## src/rtl/multicycle_chunk_adder_pkg.sv

```systemverilog
// Shared types and helpers for the multi-cycle chunked adder.
`timescale 1ns/1ps
package adder_pkg;

  typedef enum logic [1:0] {
    IDLE,
    ADD,
    DONE
  } chunk_add_state_t;

  function automatic int unsigned num_chunks(input int unsigned dw, input int unsigned cw);
    return dw / cw;
  endfunction

endpackage

```

## src/rtl/multicycle_chunk_adder_if.sv

```systemverilog
// Operand/result handshake bundle for multicycle_chunk_adder.
`timescale 1ns/1ps
interface multicycle_chunk_adder_if #(
  parameter int unsigned DATA_WIDTH = 32
);
  logic [DATA_WIDTH-1:0] operand_A_i;
  logic [DATA_WIDTH-1:0] operand_B_i;
  logic                  carry_i;
  logic                  valid_i;
  logic                  ready_o;
  logic [DATA_WIDTH-1:0] result_o;
  logic                  carry_o;
  logic                  overflow_o;
  logic                  valid_o;

  modport master (
    output operand_A_i, operand_B_i, carry_i, valid_i,
    input  ready_o, result_o, carry_o, overflow_o, valid_o
  );

  modport slave (
    input  operand_A_i, operand_B_i, carry_i, valid_i,
    output ready_o, result_o, carry_o, overflow_o, valid_o
  );
endinterface

```

## src/rtl/multicycle_chunk_adder_ripple_carry_adder.sv

```systemverilog
// Combinational ripple-carry adder used for one chunk per cycle.
`timescale 1ns/1ps
module ripple_carry_adder #(
  parameter int unsigned DATA_WIDTH = 8
) (
  input  logic [DATA_WIDTH-1:0] a,
  input  logic [DATA_WIDTH-1:0] b,
  input  logic                  cin,
  output logic [DATA_WIDTH-1:0] sum,
  output logic                  cout
);

  logic carry;

  always_comb begin
    sum   = '0;
    carry = cin;
    for (int unsigned i = 0; i < DATA_WIDTH; i++) begin
      sum[i] = a[i] ^ b[i] ^ carry;
      carry  = (a[i] & b[i]) | (carry & (a[i] ^ b[i]));
    end
    cout = carry;
  end

endmodule

```

## src/rtl/multicycle_chunk_adder.sv

```systemverilog
// Multi-cycle adder: CHUNK_WIDTH bits per cycle through one narrow adder,
// carry registered between chunks, result shifted in from the MSB side.
`timescale 1ns/1ps
module multicycle_chunk_adder
  import adder_pkg::*;
#(
  parameter int unsigned DATA_WIDTH  = 32,
  parameter int unsigned CHUNK_WIDTH = 8
) (
  input  logic                    clk_i,
  input  logic                    rst_i,
  multicycle_chunk_adder_if.slave bus
);

  localparam int unsigned NUM_CHUNKS = num_chunks(DATA_WIDTH, CHUNK_WIDTH);
  localparam int unsigned CNT_W      = (NUM_CHUNKS > 1) ? $clog2(NUM_CHUNKS) : 1;
  localparam logic [CNT_W-1:0] LAST_CHUNK = CNT_W'(NUM_CHUNKS - 1);

  if (DATA_WIDTH % CHUNK_WIDTH != 0) begin : g_width_check
    $fatal(1, "DATA_WIDTH must be an integer multiple of CHUNK_WIDTH");
  end

  chunk_add_state_t state_q, state_d;

  logic [DATA_WIDTH-1:0]  a_sh, b_sh;
  logic [DATA_WIDTH-1:0]  result_q;
  logic [DATA_WIDTH-1:0]  res_next;
  logic                   carry_q;
  logic                   carry_out_q;
  logic                   overflow_q;
  logic [CNT_W-1:0]       cnt_q;
  logic [CHUNK_WIDTH-1:0] chunk_sum;
  logic                   chunk_cout;
  logic                   accept;
  logic                   last_chunk;

  assign accept     = (state_q == IDLE) && bus.valid_i;
  assign last_chunk = (cnt_q == LAST_CHUNK);

  ripple_carry_adder #(.DATA_WIDTH(CHUNK_WIDTH)) u_rca (
    .a    (a_sh[CHUNK_WIDTH-1:0]),
    .b    (b_sh[CHUNK_WIDTH-1:0]),
    .cin  (carry_q),
    .sum  (chunk_sum),
    .cout (chunk_cout)
  );

  // Only the upper DATA_WIDTH-CHUNK_WIDTH bits of partial result need storage;
  // the final chunk is concatenated straight into the output register.
  if (NUM_CHUNKS == 1) begin : g_single
    assign res_next = chunk_sum;
  end else begin : g_multi
    logic [DATA_WIDTH-CHUNK_WIDTH-1:0] res_hi;

    assign res_next = {chunk_sum, res_hi};

    always_ff @(posedge clk_i or posedge rst_i) begin
      if (rst_i)
        res_hi <= '0;
      else if (state_q == ADD)
        res_hi <= res_next[DATA_WIDTH-1:CHUNK_WIDTH];
    end
  end

  always_ff @(posedge clk_i or posedge rst_i) begin
    if (rst_i)
      state_q <= IDLE;
    else
      state_q <= state_d;
  end

  always_comb begin
    state_d = state_q;
    case (state_q)
      IDLE:    if (bus.valid_i) state_d = ADD;
      ADD:     if (last_chunk)  state_d = DONE;
      DONE:    state_d = IDLE;
      default: state_d = IDLE;
    endcase
  end

  always_ff @(posedge clk_i or posedge rst_i) begin
    if (rst_i) begin
      a_sh        <= '0;
      b_sh        <= '0;
      carry_q     <= 1'b0;
      cnt_q       <= '0;
      result_q    <= '0;
      carry_out_q <= 1'b0;
      overflow_q  <= 1'b0;
    end else if (accept) begin
      a_sh    <= bus.operand_A_i;
      b_sh    <= bus.operand_B_i;
      carry_q <= bus.carry_i;
      cnt_q   <= '0;
    end else if (state_q == ADD) begin
      a_sh    <= a_sh >> CHUNK_WIDTH;
      b_sh    <= b_sh >> CHUNK_WIDTH;
      carry_q <= chunk_cout;
      cnt_q   <= cnt_q + CNT_W'(1);
      if (last_chunk) begin
        // The top chunk's operand MSBs sit at bit CHUNK_WIDTH-1 of the shift registers here.
        result_q    <= res_next;
        carry_out_q <= chunk_cout;
        overflow_q  <= chunk_cout ^ (a_sh[CHUNK_WIDTH-1] ^ b_sh[CHUNK_WIDTH-1] ^ chunk_sum[CHUNK_WIDTH-1]);
      end
    end
  end

  assign bus.ready_o    = (state_q == IDLE);
  assign bus.valid_o    = (state_q == DONE);
  assign bus.result_o   = result_q;
  assign bus.carry_o    = carry_out_q;
  assign bus.overflow_o = overflow_q;

endmodule
```

## src/flat_wrapper.sv

```systemverilog
// flat-port wrapper written by rule: the top's interface ports become plain ports
module multicycle_chunk_adder_flat import adder_pkg::*;
#(
  parameter int unsigned DATA_WIDTH  = 32,
  parameter int unsigned CHUNK_WIDTH = 8
)
  (clk_i, rst_i, bus_operand_A_i, bus_operand_B_i, bus_carry_i, bus_valid_i, bus_ready_o, bus_result_o, bus_carry_o, bus_overflow_o, bus_valid_o);
  multicycle_chunk_adder_if #(.DATA_WIDTH(DATA_WIDTH)) bus_i ();
  input  logic clk_i;
  input  logic rst_i;
  input wire logic [$bits(bus_i.operand_A_i)-1:0] bus_operand_A_i;
  input wire logic [$bits(bus_i.operand_B_i)-1:0] bus_operand_B_i;
  input wire logic [$bits(bus_i.carry_i)-1:0] bus_carry_i;
  input wire logic [$bits(bus_i.valid_i)-1:0] bus_valid_i;
  output wire logic [$bits(bus_i.ready_o)-1:0] bus_ready_o;
  output wire logic [$bits(bus_i.result_o)-1:0] bus_result_o;
  output wire logic [$bits(bus_i.carry_o)-1:0] bus_carry_o;
  output wire logic [$bits(bus_i.overflow_o)-1:0] bus_overflow_o;
  output wire logic [$bits(bus_i.valid_o)-1:0] bus_valid_o;
  assign bus_i.operand_A_i = bus_operand_A_i;
  assign bus_i.operand_B_i = bus_operand_B_i;
  assign bus_i.carry_i = bus_carry_i;
  assign bus_i.valid_i = bus_valid_i;
  assign bus_ready_o = bus_i.ready_o;
  assign bus_result_o = bus_i.result_o;
  assign bus_carry_o = bus_i.carry_o;
  assign bus_overflow_o = bus_i.overflow_o;
  assign bus_valid_o = bus_i.valid_o;
  multicycle_chunk_adder #(.DATA_WIDTH(DATA_WIDTH), .CHUNK_WIDTH(CHUNK_WIDTH)) u_core (.clk_i(clk_i), .rst_i(rst_i), .bus(bus_i));
endmodule
```

## config.mk

```make
export PLATFORM = sky130hd
export DESIGN_NAME = multicycle_chunk_adder_flat
export DESIGN_NICKNAME = d
export VERILOG_FILES = /design/src/rtl/multicycle_chunk_adder_pkg.sv /design/src/rtl/multicycle_chunk_adder_if.sv /design/src/rtl/multicycle_chunk_adder_ripple_carry_adder.sv /design/src/rtl/multicycle_chunk_adder.sv /design/src/flat_wrapper.sv
export SDC_FILE = /design/constraint.sdc
export NUM_CORES = 1
export LEC_CHECK = 0
export CAP_MARGIN = 20
export CORE_MARGIN = 2
export CORE_UTILIZATION = 45
export CTS_CLUSTER_DIAMETER = 100
export DETAILED_ROUTE_END_ITERATION = 6
export GPL_TIMING_DRIVEN = 0
export PLACE_DENSITY = 0.7
export REMOVE_ABC_BUFFERS = 1
export SLEW_MARGIN = 5
export SYNTH_ARGS = -nofsm -noshare
export SYNTH_HDL_FRONTEND = slang
export SYNTH_SLANG_ARGS = --single-unit
export TNS_END_PERCENT = 5
```

## constraint.sdc

```tcl
create_clock -name clk_i -period 6.8 [get_ports clk_i]
set_input_delay 1.02 -clock clk_i [delete_from_list [all_inputs] [get_ports clk_i]]
set_output_delay 1.02 -clock clk_i [all_outputs]
set_load 0.05 [all_outputs]
```

Word-level counts from Yosys, hierarchy flattened
Cells that the tools add are included.
{ "word_totals": {"regBits": 127, "output_inout_bits": 36, "inputBits": 68, "wordCells": 74} }
{ "op_classes": {"n_bitwise": 43, "reduce_logical": 5, "addsub": 1, "eq_ne": 5, "n_mux": 11} }
{ "op_table": {"columns": ["cell", "count"], "rows": [
  ["2-to-1 mux 32 bit", 4],
  ["XOR 1 bit", 18],
  ["bitwise AND 1 bit", 16],
  ["2-to-1 mux 2 bit", 4],
  ["bitwise OR 1 bit", 8],
  ["equality test 2 bit, second input constant", 2],
  ["case mux 2 bit (2 select lines)", 1],
  ["AND reduction 3 bit", 1],
  ["adder 2 x 1 -> 2 bit, second input constant", 1],
  ["equality test 2 x 1 -> 1 bit, second input constant", 1],
  ["logical NOT 2 bit", 1],
  ["2-to-1 mux 1 bit", 2],
  ["inequality test 2 x 1 -> 1 bit, second input constant", 1],
  ["inequality test 2 bit, second input constant", 1],
  ["AND reduction 2 bit", 1],
  ["nonzero test 2 bit", 1],
  ["logical AND 1 bit", 1],
  ["inverter 1 bit", 1]
]} }

Longest topological paths before layout
Gate-level depths: netlist of run 1.
{ "logic_depth": {"depth_word": 19, "depth_mapped": 14, "depth_no_buf": 14} }

Hierarchy
A second synthesis of run 1 with hierarchy kept.
{ "hier_totals": {"cells_unflattened": 491, "hier_area_um2": 5734.2} }
{ "by_module_without_submodules": {"columns": ["module", "n_inst", "area_each_um2", "cells_per_inst", "seq_area_each_um2"], "rows": [
  ["multicycle_chunk_adder", 1, 5536.6, 473, 3178.0],
  ["ripple_carry_adder", 1, 197.7, 18, 0.0]
]} }

Worst setup path before layout of run 1
OpenSTA, ideal clock, no wires.
{ "synth_timing": {"kind": "reg2reg", "from": "reg u_core.carry_q", "to": "reg u_core.overflow_q (netlist: u_core.bus.overflow_o)", "setup_slack_ns": 2.670, "arrival_ns": 4.003, "period_less_slack_ns": 4.130, "setup_time_ns": 0.127, "stages_incl_launch_ff": 14, "required_ns": 6.673, "path_cell_list": "dfrtp_1 fa_1 fa_1 fa_1 fa_1 fa_1 inv_1 fa_1 inv_1 fa_1 inv_1 fa_1 xnor2_1 o21ai_0"} }
{ "synth_between": {"elab_chain_len": 17, "word_cells_on_any_way": 19, "cone_classes": "bitwise: 19"} }
{ "synth_lines": {"columns": ["item", "line_no", "text"], "rows": [
  ["start, declared", "multicycle_chunk_adder.sv:28", "logic carry_q;"],
  ["start signal, assigned", "multicycle_chunk_adder.sv:94", "carry_q <= bus.carry_i;"],
  ["start signal, assigned", "multicycle_chunk_adder.sv:99", "carry_q <= chunk_cout;"],
  ["bitwise AND 1 bit (*)", "multicycle_chunk_adder_ripple_carry_adder.sv:20", "carry = (a[i] & b[i]) | (carry & (a[i] ^ b[i]));"],
  ["bitwise OR 1 bit (*)", "multicycle_chunk_adder_ripple_carry_adder.sv:20", null],
  ["bitwise AND 1 bit (*)", "multicycle_chunk_adder_ripple_carry_adder.sv:20", null],
  ["bitwise OR 1 bit (*)", "multicycle_chunk_adder_ripple_carry_adder.sv:20", null],
  ["bitwise AND 1 bit (*)", "multicycle_chunk_adder_ripple_carry_adder.sv:20", null],
  ["bitwise OR 1 bit (*)", "multicycle_chunk_adder_ripple_carry_adder.sv:20", null],
  ["bitwise AND 1 bit (*)", "multicycle_chunk_adder_ripple_carry_adder.sv:20", null],
  ["bitwise OR 1 bit (*)", "multicycle_chunk_adder_ripple_carry_adder.sv:20", null],
  ["bitwise AND 1 bit (*)", "multicycle_chunk_adder_ripple_carry_adder.sv:20", null],
  ["bitwise OR 1 bit (*)", "multicycle_chunk_adder_ripple_carry_adder.sv:20", null],
  ["bitwise AND 1 bit (*)", "multicycle_chunk_adder_ripple_carry_adder.sv:20", null],
  ["bitwise OR 1 bit (*)", "multicycle_chunk_adder_ripple_carry_adder.sv:20", null],
  ["bitwise AND 1 bit (*)", "multicycle_chunk_adder_ripple_carry_adder.sv:20", null],
  ["bitwise OR 1 bit (*)", "multicycle_chunk_adder_ripple_carry_adder.sv:20", null],
  ["bitwise AND 1 bit or XOR 1 bit (tied branches)", "multicycle_chunk_adder_ripple_carry_adder.sv:20, multicycle_chunk_adder_ripple_carry_adder.sv:19", null],
  ["bitwise OR 1 bit or XOR 1 bit (tied branches)", "multicycle_chunk_adder_ripple_carry_adder.sv:20, multicycle_chunk_adder.sv:105", null],
  ["XOR 1 bit (*)", "multicycle_chunk_adder.sv:105", "overflow_q <= chunk_cout ^ (a_sh[CHUNK_WIDTH-1] ^ b_sh[CHUNK_WIDTH-1] ^ chunk_sum[CHUNK_WIDTH-1]);"],
  ["end signal, assigned", "multicycle_chunk_adder.sv:105", null],
  ["end, declared", "multicycle_chunk_adder.sv:30", "logic overflow_q;"]
]} }
Every way passes the cells marked *; elsewhere a longest branch is shown, timed or not.
A chain may end at the register's enable or synchronous reset.

Final worst setup path of run 1
Ends and elaborated chain as after synthesis.

==> results of run 1 <==
[state kept, by name, summed over array words and instances (netlist names)]
register / cells
u_core.g_multi.res_hi: 24
u_core.b_sh: 32
u_core.bus.result_o: 32
u_core.cnt_q: 2
u_core.bus.overflow_o: 1
u_core.state_q: 2
u_core.bus.carry_o: 1
u_core.a_sh: 32
u_core.carry_q: 1
[worst reg2reg max path, cell delays in order (launching register included)]
cell	delay, ns
dfrtp_1	0.40
fa_1	0.46
fa_1	0.46
fa_1	0.48
fa_1	0.47
fa_1	0.42
inv_1	0.12
fa_1	0.18
inv_1	0.06
fa_1	0.41
inv_1	0.09
fa_1	0.43
xnor2_1	0.16
o21ai_0	0.08
[layer usage]
layer	up-vias	global-route usage, %	share of wire [%]
met2	85	28.4	49
met5	-	0	0
li1	1774	-	-
met4	0	8.63	3.3
met1	1806	21.6	45
met3	26	3.91	3.3
[power groups by stage]
stage | logic, mW | clock network [mW] | registers, mW
after floorplan | 1.01 | 0 | 1.73
final | 1.91 | 0.860 | 1.39
after global routing | 2.09 | 0.907 | 1.44
after CTS | 1.94 | 0.875 | 1.39
after detailed placement | 1.93 | 0 | 1.40
after global placement | 1.78 | 0 | 1.43
[cells by family (layout without fill, tap and decap cells)]
family | count (synthesis) | count (layout) | share of synthesized area, %
flops | 127 | 127 | 55.1
xor+xnor | 2 | 2 | 0.304
fa+ha+maj | 10 | 10 | 3.21
mux | 53 | 53 | 10.3
simple gates | 31 | 31 | 4.15
buf+inv | 109 | 213 | 8.86
compound gates | 122 | 122 | 18.0
[per-stage QoR]
step / util [%] / setup slack [ns]
CTS: 59.7 / 2.37
floorplan: - / 2.40
global route: 59.7 / 2.28
detailed placement: 55.2 / 2.38
finish: 59.7 / 2.45
global placement: 53.9 / 0.719
[worst paths after layout]
path | start | endpoint | slack, ns | cells after the start
max reg2reg | u_core.carry_q | u_core.bus.overflow_o | 2.45 | 13
min reg2reg | u_core.cnt_q[0] | u_core.cnt_q[0] | 0.48 | 1
max | u_core.carry_q | u_core.bus.overflow_o | 2.45 | 13
max in group asynchronous | rst_i | u_core.a_sh[19] | 5.02 | 3
min | u_core.cnt_q[0] | u_core.cnt_q[0] | 0.48 | 1
min in group asynchronous | rst_i | u_core.bus.result_o[6] | 1.08 | 2
[layout by cell type, fill, tap and decap left out, types with 4 or more instances in the layout]
cell,Yosys,final
dfrtp_1,127,125
o21ai_0,8,8
o21ai_2,16,16
nand3_1,4,4
nand2_1,6,6
nand3_2,13,13
o22a_1,49,49
clkdlybuf4s50_1,0,103
fa_1,8,8
a2bb2oi_1,49,49
mux2_2,51,51
inv_1,74,73
clkbuf_16,0,17
[layout make-up]
class / instances / area, µm² / share of cell area [%]
clock inverters: 10 / 116 / 1.55
clock buffers: 20 / 447 / 5.95
multi-input cells: 218 / 2090 / 27.8
inverters: 74 / 283 / 3.77
well taps: 172 / 215 / 2.87
flip-flops and latches: 127 / 3180 / 42.4
repair buffers: 109 / 1170 / 15.6
==> metrics.cfg, run 1 <==
[sta]
finalCritPeriodShare_pct=63.9
max_freq_mhz=230
clock_skew_ns=0.00934
tns_ns=0
drv_slew=0
hold_viol=0
timing.slew.headroom_pct=56.9
finalCriticalPeriod_ns=4.35
worstMarginPinSlew_ns=0.646
rsz0062_at_grt=false
finalSetupViolCount=0
hold_ws_ns=0.482

[place]
gp_congestion=0.756
place_inst=700
dpl-instance-area_um2=6940
dpl.hpwl_um=7150
numPortBuffers=103

[power_and_ir_drop]
p_leak_nw=3.33
ir_worst_vdd_v=0.000233
clockPowerShare_pct=20.7
internal-power_mw=2.58
seqPwrFrac_pct=33.4
combPwrFrac_pct=45.9
p_switching_mw=1.57
total_power_mw=4.15
power.density_nw_per_um2=554
switching_share_pct=37.8

[finish]
syn_to_final_growth_pct=30.1
stdcell_count=730
layout.nets=625
stdcell_area_um2=7500
drive_gt1_share_pct=21.9
n_antenna_cell=0
fillers=1065

[floorplan]
die_height_um=117
die_w_um=117
die_area_um2=13700
io-pin-count=104
start_util_pct=45.9
core_area_um2=12600
rows=41

[critical_path]
crit_buf_inv=3
start_kind=flop
path_cells=fa_1, fa_1, fa_1, fa_1, fa_1, inv_1, fa_1, inv_1, fa_1, inv_1, fa_1, xnor2_1, o21ai_0
max_stage_delay_ns=0.48
cp_max_fo=3
crit_family=adder cells
endpoint_kind=flop
cp_slowest_cell=fa_1
crit_type=reg -> reg
crit_required_ns=7.07
arrival_ns=4.62
cpMostUsedCell=fa_1

[flow_run]
cap_violations=0

[yosys]
async_flop_share_pct=100
synth_edf_count=0
ys_types=27
yosys.area.top_type_share_pct=55.1
synth_warnings=0
synthesis.area_um2=5760
synth_most_common_cell=dfrtp_1
yosysSeqAreaShare_pct=55.1
synthFlopType=dfrtp_1
synthTopCellsByArea=dfrtp_1 (55%), mux2_2 (10%), a2bb2oi_1 (7.4%)
synth_cells=454
ys_seq_elements=127
avgSynthCellArea_um2=12.7
synth_largest_area_cell=dfrtp_1
synth_common_cells=dfrtp_1 (127), inv_1 (74), mux2_2 (51)

[cts]
ctsHoldBuffers=0
clk_path_buf_depth=2
cts_setup_buffers=0
cts_buffers=17
clockRootBuffer=clkbuf_16
clkLatencyLatePin_ns=0.41
clock_sinks=127
cts_tree=built
cts_resized=0
ctsHtreeMaxLevel=4
path_clk_slew_ns=0.06

[min_path]
hold_path.class=reg -> reg

[detailed_routing]
dr.first_iter.drc_count=235
drc_errors=0
vias=3691
via_per_inst=5.06
routedWlPerCell_um=14.9
ant_nets=0
routed_wl_um=10900
dr.pass1.iters=4

[global_routing]
grt_pass1_wl_um=18200
grt_usage_pct=17.3
overflow=0
antenna_found_initial=0
grt_max_degree=71
grt_pass1_vias=3883

[outcome]
status=finished, final reports clean

(Power assumes the default switching activity.)
==> inputs of run 2 (changes only) <==
PLACE_DENSITY = 0.73   (was 0.7)
clock period = 3.9 ns   (was 6.8 ns; I/O delays follow)
==> run 2 against run 1 <==
Net effect:
- cell area up 1.8%
- power up 82%
- hold slack worse by 0.0015 ns
- critical path depth unchanged
- global-route usage up 0.43 points
- clock power up 100%
==> metrics.cfg, run 2 (synthesis results as in run 1) <==
[sta]
clock_skew_ns=0.00527  ; -0.00408 ns
hold_viol=0  ; unchanged
drv_slew=0  ; unchanged
rsz0062_at_grt=true
finalCriticalPeriod_ns=3.80  ; -0.552 ns
max_freq_mhz=263  ; +15%
finalSetupViolCount=0  ; unchanged
finalCritPeriodShare_pct=97.3  ; +33 points
hold_ws_ns=0.480  ; -0.00150 ns
timing.slew.headroom_pct=56.4  ; -0.50 points
worstMarginPinSlew_ns=0.652  ; +0.00600 ns

[critical_path]
cp_max_fo=3  ; unchanged
crit_end=u_core.bus.overflow_o
timing.reg2reg.setup_slack_ns=0.10  ; -2.35 ns
crit_type=reg -> reg
start_kind=flop
cpMostUsedCell=fa_2
path_cells=fa_2, fa_2, fa_2, fa_2, fa_2, inv_2, fa_1, inv_1, fa_2, inv_2, fa_2, xnor2_2, o21ai_1
cp_slowest_cell=fa_2
crit_required_ns=4.17  ; -2.90 ns
endpoint_kind=flop
rr_startpoint=u_core.carry_q
max_stage_delay_ns=0.47  ; about the same
r2r_cells=13  ; unchanged
crit_start=u_core.carry_q
worstReg2RegEnd=u_core.bus.overflow_o
arrival_ns=4.06  ; -0.56 ns

[detailed_routing]
drc_errors=0  ; unchanged
ant_nets=0  ; unchanged
routed_wl_um=10800  ; -0.30%
vias=3688  ; -0.081%
dr.pass1.iters=4  ; unchanged
routedWlPerCell_um=14.8  ; -0.85%
via_per_inst=5.02  ; -0.63%
dr.first_iter.drc_count=160  ; -32%

[outcome]
status=finished, final reports clean

[place]
gp_congestion=0.722  ; -4.5%
dpl.hpwl_um=7260  ; +1.5%
numPortBuffers=103  ; unchanged
place_inst=700  ; unchanged
dpl-instance-area_um2=6940  ; unchanged

[floorplan]
start_util_pct=45.9  ; unchanged
die_height_um=117  ; unchanged
die_area_um2=13700  ; unchanged
die_w_um=117  ; unchanged
io-pin-count=104  ; unchanged
core_area_um2=12600  ; unchanged
rows=41  ; unchanged

[flow_run]
cap_violations=0  ; unchanged

[global_routing]
grt_pass1_vias=3908  ; +0.64%
grt_usage_pct=17.7  ; +0.43 points
grt_max_degree=77  ; +8.5%
grt_pass1_wl_um=18600  ; +2.2%
overflow=0  ; unchanged
antenna_found_initial=0  ; unchanged

[cts]
clk_path_buf_depth=2  ; unchanged
clkLatencyLatePin_ns=0.41  ; about the same
clockRootBuffer=clkbuf_16
clock_sinks=127  ; unchanged
cts_tree=built
path_clk_slew_ns=0.05  ; about the same
cts_buffers=17  ; unchanged
ctsHtreeMaxLevel=4  ; unchanged
ctsHoldBuffers=0  ; unchanged

[min_path]
hold_path.class=reg -> reg

[finish]
final_common_cell=dfrtp_1
syn_to_final_growth_pct=32.4
layout.nets=627  ; +0.32%
fillers=1032  ; -3.1%
stdcell_count=734  ; +0.55%
drive_gt1_share_pct=24.4  ; +2.5 points
final_cell_mix=dfrtp_1 (125), clkdlybuf4s50_1 (103), inv_1 (71)
n_antenna_cell=0  ; unchanged
stdcell_area_um2=7630  ; +1.8%

[power_and_ir_drop]
ir_worst_vdd_v=0.000400  ; +72%
p_leak_nw=3.38  ; +1.6%
power.density_nw_per_um2=987  ; +78%

-- run 2: worst min-delay path by stage --
stage / start / end / slack [ns] / cells after the start
global placement: u_core.g_multi.res_hi[0] / u_core.bus.result_o[0] / 0.46 / 1
floorplan: u_core.g_multi.res_hi[0] / u_core.bus.result_o[0] / 0.45 / 1
global route: u_core.g_multi.res_hi[5] / u_core.g_multi.res_hi[5] / 0.51 / 1
CTS: u_core.cnt_q[0] / u_core.cnt_q[0] / 0.48 / 1
finish: u_core.cnt_q[0] / u_core.cnt_q[0] / 0.48 / 1
detailed placement: u_core.cnt_q[0] / u_core.cnt_q[0] / 0.48 / 1
-- run 2: routing by layer --
metal | vias to the layer above | track usage, % | share of wire (%)
met5 | - | 0 | 0
met4 | 0 | 8.78 | 2.8
met3 | 22 | 3.60 | 3.4
met2 | 77 | 29.2 | 51
met1 | 1816 | 22.4 | 42
li1 | 1773 | - | -
-- run 2: through the flow --
step,setup TNS (ns),power (mW),worst slack (ns),utilization (%)
floorplan,-9.40,4.77,-0.247,-
finish,0,7.54,0.104,60.7
global placement,-262.39,5.58,-1.72,53.9
detailed placement,-2.06,5.80,-0.558,55.2
CTS,0,7.58,0.0257,60.5
global route,-0.0471,8.10,-0.0471,60.7
-- run 2: critical path: cells and delay by family, from the launching register on --
| family | cells | cell delay [ns] |
|---|---|---|
| adder cells (fa/ha/maj) | 8 | 2.82 |
| flip-flops | 1 | 0.40 |
| buffers and inverters | 3 | 0.21 |
| XOR/XNOR | 1 | 0.16 |
| AO/OA/AOI/OAI | 1 | 0.07 |
-- run 2: layout make-up --
type | count | area, µm² | share of cell area (%)
Sequential cell | 127 | 3180 | 41.7
Clock buffer | 21 | 470 | 6.16
Inverter | 74 | 283 | 3.70
Timing Repair Buffer | 111 | 1190 | 15.6
Clock inverter | 11 | 185 | 2.43
Tap cell | 172 | 215 | 2.82
Multi-Input combinational cell | 218 | 2110 | 27.7
-- run 2: where the power goes --
group | total, mW | switching [mW] | leakage [nW] | internal [mW]
clock | 1.72 | 0.545 | 0.319 | 1.18
combinational | 3.39 | 1.77 | 1.55 | 1.62
sequential | 2.43 | 0.429 | 1.51 | 2.00
-- run 2: timing repair --
| action | 4_1_cts | 5_1_grt |
|---|---|---|
| endpoints found under the setup margin | 7 | 1 |
| resized for setup | 7 | 4 |
| pin swaps | 7 | 3 |
| gates cloned | 0 | 0 |
| setup buffers | 0 | 2 |
==> inputs of run 3 (changes only) <==
SKIP_CTS_REPAIR_TIMING = 1   (was not set)
SLEW_MARGIN = 10   (was 5)
==> run 3 against run 2 <==
Net effect:
- die area unchanged
- highest routed layer unchanged
- sequential share of layout area about the same
- wire length down 0.16%
- clock skew about the same
- hold slack about the same
- global-route usage about the same
- combinational power about the same
- clock power about the same
- first-iteration DRC count down 1.9%
- critical path depth unchanged
- cell count down 0.14%
- power down 0.10%
==> metrics.cfg, run 3 (synthesis results as in run 1) <==
[finish]
final_common_cell=dfrtp_1
drive_gt1_share_pct=24.2  ; -0.13 points
n_antenna_cell=0  ; unchanged
final_cell_mix=dfrtp_1 (125), clkdlybuf4s50_1 (103), inv_1 (71)
syn_to_final_growth_pct=32.3  ; about the same
layout.nets=626  ; -0.16%

[sta]
max_freq_mhz=270  ; +2.4%
setup_ws_ns=0.192  ; +0.0880 ns
finalSetupViolCount=0  ; unchanged
drv_slew=0  ; unchanged
finalCriticalPeriod_ns=3.71  ; -0.0880 ns
timing.slew.headroom_pct=56.5  ; +0.062 points
rsz0062_at_grt=false
finalCritPeriodShare_pct=95.1  ; -2.3 points
clock_skew_ns=0.00512  ; -0.000148 ns
worstMarginPinSlew_ns=0.651  ; -0.000935 ns
hold_ws_ns=0.480  ; -0.00000300 ns
tns_ns=0  ; unchanged
hold_viol=0  ; unchanged

[critical_path]
cp_max_fo=3  ; unchanged
crit_required_ns=4.22  ; +0.05 ns
crit_type=reg -> reg
arrival_ns=4.03  ; -0.03 ns
endpoint_kind=flop
worstReg2RegEnd=u_core.bus.overflow_o
timing.reg2reg.setup_slack_ns=0.19  ; +0.09 ns
r2r_cells=13  ; unchanged
start_kind=flop
rr_startpoint=u_core.a_sh[0]

[power_and_ir_drop]
ir_worst_vdd_v=0.000400  ; about the same
power.density_nw_per_um2=987  ; about the same
p_leak_nw=3.38  ; -0.14%
total_power_mw=7.53  ; -0.10%

[min_path]
holdCritStartpoint=u_core.cnt_q[0]
hold_path.class=reg -> reg
worstHoldEndpoint=u_core.cnt_q[0]
worstHoldPathCells=1  ; unchanged

[place]
place_ws_ns=-0.558  ; unchanged
dpl.hpwl_um=7260  ; unchanged
gp_congestion=0.722  ; unchanged
numPortBuffers=103  ; unchanged

[global_routing]
grt_pass1_vias=3909  ; +0.026%
grt_usage_pct=17.7  ; -0.040 points
overflow=0  ; unchanged
grt_max_degree=77  ; unchanged
grt_pass1_wl_um=18600  ; -0.30%
antenna_found_initial=0  ; unchanged

[floorplan]
start_util_pct=45.9  ; unchanged
io-pin-count=104  ; unchanged
die_height_um=117  ; unchanged
rows=41  ; unchanged
core_area_um2=12600  ; unchanged
die_area_um2=13700  ; unchanged
die_w_um=117  ; unchanged

[cts]
clkLatencyLatePin_ns=0.41  ; about the same
clockRootBuffer=clkbuf_16
clk_path_buf_depth=2  ; unchanged
cts_buffers=17  ; unchanged
clock_sinks=127  ; unchanged
path_clk_slew_ns=0.05  ; about the same
cts_tree=built
ctsHtreeMaxLevel=4  ; unchanged

[outcome]
status=finished, final reports clean

[detailed_routing]
dr.pass1.iters=5  ; +1
routedWlPerCell_um=14.7  ; about the same
via_per_inst=5.02  ; -0.14%
ant_nets=0  ; unchanged
routed_wl_um=10800  ; -0.16%
vias=3678  ; -0.27%
drc_errors=0  ; unchanged
dr.first_iter.drc_count=157  ; -1.9%

[flow_run]
cap_violations=0  ; unchanged

run 3: cell count changes in the layout (fill, tap and decap cells not counted), sizes merged:
cell,change
buf,-1
run 3: layout make-up:
type | instances | area [µm²]
fillers | 1031 | 4940
flip-flops and latches | 127 | 3180
multi-input cells | 218 | 2110
clock inverters | 11 | 185
clock buffers | 21 | 470
inverters | 74 | 283
repair buffers | 110 | 1180
well taps | 172 | 215
run 3: per-stage QoR:
step / cell area (µm²) / utilization (%) / cells
2_1_floorplan: 5530 / - / 419
3_3_place_gp: 6780 / 53.9 / 694
3_5_place_dp: 6940 / 55.2 / 700
4_1_cts: 7590 / 60.4 / 732
5_1_grt: 7630 / 60.7 / 733
6_report: 7630 / 60.7 / 733
run 3: worst max path at each step:
stage,start,end,slack (ns)
finish,u_core.a_sh[0],u_core.bus.overflow_o,0.19
CTS,u_core.carry_q,u_core.bus.overflow_o,-0.57
global placement,rst_i,u_core.a_sh[26],-1.72
detailed placement,u_core.carry_q,u_core.bus.overflow_o,-0.56
floorplan,u_core.carry_q,u_core.bus.overflow_o,-0.25
global route,u_core.a_sh[0],u_core.bus.overflow_o,0.05
run 3: where the power goes:
part	switching (mW)	total, mW	internal, mW	leakage [nW]
clock	0.546	1.73	1.18	0.319
sequential	0.430	2.43	2.00	1.51
combinational	1.77	3.38	1.61	1.55
run 3: metal layers:
metal	GRT usage (%)	up-vias	part of all wire (%)	wire length, µm
met2	29.2	87	51	5550
met3	3.60	21	3.6	392
met4	8.78	0	2.8	306
li1	-	1769	-	-
met5	0	-	0	0
met1	22.2	1801	42	4570
run 3: worst max-delay path: stages, from the launching register on:
cell and delay, ns:
dfrtp_1 0.40, fa_2 0.40, fa_2 0.35, fa_2 0.36, fa_2 0.35, fa_2 0.34, inv_2 0.08, fa_1 0.17
inv_1 0.05, fa_2 0.33, inv_2 0.06, fa_2 0.46, xnor2_2 0.15, o21ai_1 0.12
